[src/rtl/sprite_blitter.sv]
// sprite_blitter
// Copies one SPRITE_W x SPRITE_H palette-indexed sprite from its image ROM into the
// full-screen palette-index framebuffer at origin (x0,y0). The blitter moves one pixel
// per cycle. Transparent pixels are skipped. Pixels past the right or bottom screen
// edge are clipped rather than wrapped.
//
// Ports
//   clk       in   system clock, rising edge
//   reset     in   synchronous, active-high
//   start     in   request a blit; only looked at while idle
//   x0, y0    in   sprite origin, latched when start is accepted
//   busy      out  high from the cycle after an accepted start until the done pulse
//   done      out  one-cycle pulse when the blit completes
//   src_addr  out  sprite ROM address, row*SPRITE_W+col
//   src_data  in   sprite ROM data, valid one cycle after src_addr
//   fb_addr   out  framebuffer address, x+VIDEO_WIDTH*y
//   fb_data   out  palette index to write
//   fb_wEn    out  framebuffer write enable, one cycle per written pixel
//
// state | meaning
// IDLE  | waiting for start
// FETCH | issuing one sprite ROM address per cycle
// DRAIN | last ROM word returning; final write slot
// DONE  | done pulse, busy already low
module sprite_blitter #(
  parameter int SPRITE_W           = 50,
  parameter int SPRITE_H           = 50,
  parameter int VIDEO_WIDTH        = 640,
  parameter int VIDEO_HEIGHT       = 480,
  parameter int SRC_ADDR_WIDTH     = 13,
  parameter int FB_ADDR_WIDTH      = 20,
  parameter int PALETTE_ADDR_WIDTH = 9,
  parameter int TRANSPARENT_INDEX  = 0
) (
  input  logic                          clk,
  input  logic                          reset,
  input  logic                          start,
  input  logic [9:0]                    x0,
  input  logic [8:0]                    y0,
  output logic                          busy,
  output logic                          done,
  output logic [SRC_ADDR_WIDTH-1:0]     src_addr,
  input  logic [PALETTE_ADDR_WIDTH-1:0] src_data,
  output logic [FB_ADDR_WIDTH-1:0]      fb_addr,
  output logic [PALETTE_ADDR_WIDTH-1:0] fb_data,
  output logic                          fb_wEn
);

  localparam int COL_W = (SPRITE_W > 1) ? $clog2(SPRITE_W) : 1;
  localparam int ROW_W = (SPRITE_H > 1) ? $clog2(SPRITE_H) : 1;
  // One bit wider than the origin ports so that origin+offset never wraps back on screen.
  localparam int PX_W  = 11;
  localparam int PY_W  = 10;

  typedef enum logic [1:0] {IDLE, FETCH, DRAIN, DONE} stateT;

  stateT state, nextState;

  logic [COL_W-1:0]          col, s1Col;
  logic [ROW_W-1:0]          row, s1Row;
  logic [SRC_ADDR_WIDTH-1:0] srcAddr;
  logic [9:0]                xLatch;
  logic [8:0]                yLatch;
  logic                      s1Valid;
  logic                      lastIssue;
  logic                      colWrap;
  logic [PX_W-1:0]           px;
  logic [PY_W-1:0]           py;
  logic [FB_ADDR_WIDTH-1:0]  pixAddr;
  logic                      wrEn;

  assign colWrap   = (col == COL_W'(SPRITE_W - 1));
  assign lastIssue = (state == FETCH) && colWrap && (row == ROW_W'(SPRITE_H - 1));
  assign src_addr  = srcAddr;

  always_ff @(posedge clk) begin
    if (reset) state <= IDLE;
    else       state <= nextState;
  end

  always_comb begin
    nextState = state;
    busy      = 1'b0;
    done      = 1'b0;
    case (state)
      IDLE:  if (start) nextState = FETCH;
      FETCH: begin
        busy = 1'b1;
        if (lastIssue) nextState = DRAIN;
      end
      DRAIN: begin
        busy      = 1'b1;
        nextState = DONE;
      end
      DONE: begin
        done      = 1'b1;
        nextState = IDLE;
      end
      default: nextState = IDLE;
    endcase
  end

  // Address counter runs alongside col/row: row-major order makes it a plain increment.
  // It stops on the last pixel so the ROM is never addressed past the sprite.
  always_ff @(posedge clk) begin
    if (reset) begin
      col     <= '0;
      row     <= '0;
      srcAddr <= '0;
      xLatch  <= '0;
      yLatch  <= '0;
    end else begin
      case (state)
        IDLE: begin
          if (start) begin
            col     <= '0;
            row     <= '0;
            srcAddr <= '0;
            xLatch  <= x0;
            yLatch  <= y0;
          end
        end
        FETCH: begin
          if (!lastIssue) begin
            srcAddr <= srcAddr + SRC_ADDR_WIDTH'(1);
            if (colWrap) begin
              col <= '0;
              row <= row + ROW_W'(1);
            end else begin
              col <= col + COL_W'(1);
            end
          end
        end
        default: ;
      endcase
    end
  end

  // Stage 1 lines up col/row with the ROM word that returns one cycle after the address.
  assign px      = PX_W'(xLatch) + PX_W'(s1Col);
  assign py      = PY_W'(yLatch) + PY_W'(s1Row);
  assign pixAddr = FB_ADDR_WIDTH'(px) + FB_ADDR_WIDTH'(VIDEO_WIDTH) * FB_ADDR_WIDTH'(py);
  assign wrEn    = s1Valid
                && (src_data != PALETTE_ADDR_WIDTH'(TRANSPARENT_INDEX))
                && (px < PX_W'(VIDEO_WIDTH))
                && (py < PY_W'(VIDEO_HEIGHT));

  always_ff @(posedge clk) begin
    if (reset) begin
      s1Valid <= 1'b0;
      s1Col   <= '0;
      s1Row   <= '0;
      fb_wEn  <= 1'b0;
      fb_addr <= '0;
      fb_data <= '0;
    end else begin
      s1Valid <= (state == FETCH);
      s1Col   <= col;
      s1Row   <= row;
      fb_wEn  <= wrEn;
      if (wrEn) begin
        fb_addr <= pixAddr;
        fb_data <= src_data;
      end
    end
  end

endmodule

[config.mk]
export PLATFORM = sky130hd
export DESIGN_NAME = sprite_blitter
export DESIGN_NICKNAME = d
export VERILOG_FILES = /design/src/rtl/sprite_blitter.sv
export SDC_FILE = /design/constraint.sdc
export NUM_CORES = 1
export LEC_CHECK = 0
export CAP_MARGIN = 20
export CELL_PAD_IN_SITES_DETAIL_PLACEMENT = 2
export CELL_PAD_IN_SITES_GLOBAL_PLACEMENT = 2
export CORE_UTILIZATION = 32
export CTS_CLUSTER_DIAMETER = 150
export DETAILED_ROUTE_END_ITERATION = 12
export HOLD_SLACK_MARGIN = 0.03
export PLACE_DENSITY = 0.78
export SYNTH_ARGS = -nofsm -noshare
export SYNTH_HDL_FRONTEND = slang
export SYNTH_SLANG_ARGS = --single-unit
[constraint.sdc]
create_clock -name clk -period 5 [get_ports clk]
set_input_delay 1.5 -clock clk [delete_from_list [all_inputs] [get_ports clk]]
set_output_delay 1.5 -clock clk [all_outputs]
set_load 0.005 [all_outputs]
==> impl_metrics.py <==
metrics = {
    "pwr": {
        "power.density_nw_per_um2": 390.7,
        "leakage_nw": 2.558,
        "ir_worst_vdd_mv": 0.2332,
    },
    "global_route": {
        "antenna_found_initial": 0,
        "grtUsageTotal": 0.1889,
        "grt_max_degree": 47,
        "use_met3": 0.03984,
        "busiest_layer": "met2",
        "use_met1": 0.2114,
        "use_met2": 0.3460,
        "grt_pass1_vias": 4650,
        "overflow": 0,
        "grt_pass1_wl_mm": 22.46,
    },
    "route": {
        "wirelength_mm": 13.59,
        "avgViaCountPerCell": 5.116,
        "vias": 4139,
        "drtPass1Iterations": 4,
        "drc_errors": 0,
        "ant_nets": 0,
        "drt-wirelength-per-cell_um": 16.79,
        "drt_iter0_markers": 83,
    },
    "placed_design": {
        "io_buffer_count": 75,
        "dp_hpwl_mm": 10.24,
        "place.gp.congestion": 0.7895,
        "place_inst": 793,
    },
    "synthesis": {
        "synth_nets": 620,
        "netlist-cell-type-count": 49,
        "avgSynthCellArea_um2": 8.724,
        "synthArstFlopShare": 0,
        "synthesis.area_um2": 4772,
        "yosysMostFrequentCell": "dfxtp_1",
        "ys_top_cells_by_area": "dfxtp_1, ha_1, nor2_1, xor2_1, mux2i_1",
        "synth_edf_count": 0,
        "synth.top_cell.area_share": 0.3734,
        "synth_area_leader_cell": "dfxtp_1",
        "ys_seq_area_frac": 0.3734,
        "ys_warn_count": 0,
        "synth-seq-cells": 89,
        "synth_ff_type": "dfxtp_1",
        "yosys-top-cells-count": "dfxtp_1, nor2_1, nand2_1",
        "syn_inst": 547,
    },
    "finish": {
        "fin_nets": 693,
        "stdcell_count": 809,
        "fillers": 1627,
        "drive_above_1_share": 0.05600,
        "utilization": 0.4127,
        "syn_to_final_growth_pct": 25.69,
        "antenna_cells": 0,
    },
    "die": {
        "start_util": 0.3283,
        "boundaryPins": 76,
        "fp-row-count": 44,
        "dieArea_um2": 15400,
        "chipHeight_um": 124.1,
        "fp.dieW_um": 124.1,
        "core-area_um2": 14530,
    },
    "sta": {
        "fin_crit_ns": 4.209,
        "whs_ns": 0.4659,
        "tightest_slew_ns": 0.8470,
        "setup_viol_count_final": 0,
        "fin_skew_ns": 0.005517,
        "fin_setup_tns_ns": 0,
        "hold_viol": 0,
        "max_slew_margin": 0.4353,
        "rsz0062_at_grt": "no",
        "slew_violations": 0,
        "fmax_mhz": 237.6,
        "post-route-period-util": 0.8418,
    },
    "clock_network": {
        "clock_path_buffers": 2,
        "root_buffer": "clkbuf_16",
        "holdBufCountCts": 0,
        "htree_num_levels": 3,
        "cts_sinks": 89,
        "post-cts-setup-buffers": 0,
        "clock_latency_ns": 0.35,
        "cts.clk_slew.worst_paths_ns": 0.07,
        "cts_made_buffers": 9,
        "cts_tree": "yes",
        "cts.repair.resized": 0,
    },
    "setup_path": {
        "cp.required_ns": 5.28,
        "critPathArrivalTime_ns": 4.49,
        "worst_setup_path_start_kind": "flop",
        "worst-setup-path-type": "flop to flop",
        "worstSetupEndpointType": "flop",
        "cp_max_fo": 5,
    },
    "run_status": {
        "status": "finished, final reports clean",
    },
    "job": {
        "maxCapViolCount": 0,
    },
    "min_path": {
        "hp-class": "flop to flop",
    },
}
## per-layer routing
layer	vias to the layer above	part of all wire
li1	2012	-
met1	2024	0.42
met3	20	0.037
met5	-	0
met4	0	0.022
met2	83	0.52
## through the flow
stage                     total power, mW  setup WS (ns)  instance area [um^2]
after floorplan                     1.397          1.157                  4772
after global placement              1.657         0.9166                  5714
after detailed placement            1.706         0.7870                  5714
after CTS                           2.390         0.7710                  5998
after global routing                2.503         0.4559                  5998
final                               2.344         0.7912                  5998
## worst paths after layout
path	to	slack, ns	from	depth (start not counted)
worst max-delay path	fb_addr[19]	0.79	xLatch[0]	18
worst max register to register	fb_addr[19]	0.79	xLatch[0]	18
worst min register to register	yLatch[0]	0.47	yLatch[0]	2
worst min-delay path	yLatch[0]	0.47	yLatch[0]	2
## area by class of cell
cell class              instances  area [um^2]  share of cell area
flip-flops and latches         89         1782              0.2970
well taps                     184        230.2             0.03838
repair buffers                 79        775.7              0.1293
clock buffers                  13        260.3             0.04339
multi-input cells             421         2851              0.4754
inverters                      20        75.07             0.01252
clock inverters                 3        23.77            0.003963
## worst max-delay path, cell delays in order (launching register included)
cell     delay, ns
dfxtp_1       0.34
ha_1          0.23
inv_1         0.07
fa_1          0.40
nor2b_1       0.18
o31a_1        0.19
o21ai_2       0.11
a21oi_1       0.19
xor2_1        0.26
inv_1         0.10
fa_1          0.44
nor2b_1       0.14
o21ai_0       0.13
a21oi_1       0.31
nand3_1       0.19
nor3b_1       0.32
nand2_1       0.08
or3_1         0.31
a21oi_1       0.14
## state kept, by name (all words and copies together), names as in the netlist
name	cells
col	6
fb_addr	20
fb_data	9
fb_wEn	1
row	6
s1Col	6
s1Row	6
s1Valid	1
src_addr	13
state	2
xLatch	10
yLatch	9
## cells in the final DEF (no fill, tap or decap), types with 4 or more instances in the layout
cell	count
nor3b_1	4
clkdlybuf4s50_1	74
nor2b_1	17
xor2_1	31
nand2_1	67
a211oi_1	11
dfxtp_1	89
inv_1	20
mux2i_1	27
nor2_1	74
fa_1	4
o21ai_0	18
clkbuf_16	9
xnor2_1	13
a21o_1	5
ha_1	38
a21oi_1	40
nor3_1	4
nand3_1	11
nand4_1	5
and3_1	6
buf_4	4
## logic make-up after synthesis
family | count (synthesis) | share of synthesized area
adders and majority gates | 42 | 0.1164
buffers and inverters | 37 | 0.03015
DFF | 89 | 0.3734
and+or+nand+nor | 209 | 0.2043
muxes | 29 | 0.06135
AOI/OAI and AO/OA | 96 | 0.1303
xor gates and xnor gates | 45 | 0.08416
## report_power, final
group          switching [mW]  internal (mW)  total, mW
combinational           0.473          0.353      0.827
clock                   0.290          0.367      0.657
sequential             0.0694          0.791      0.860
Note: power is estimated with default switching activity, not from simulation.
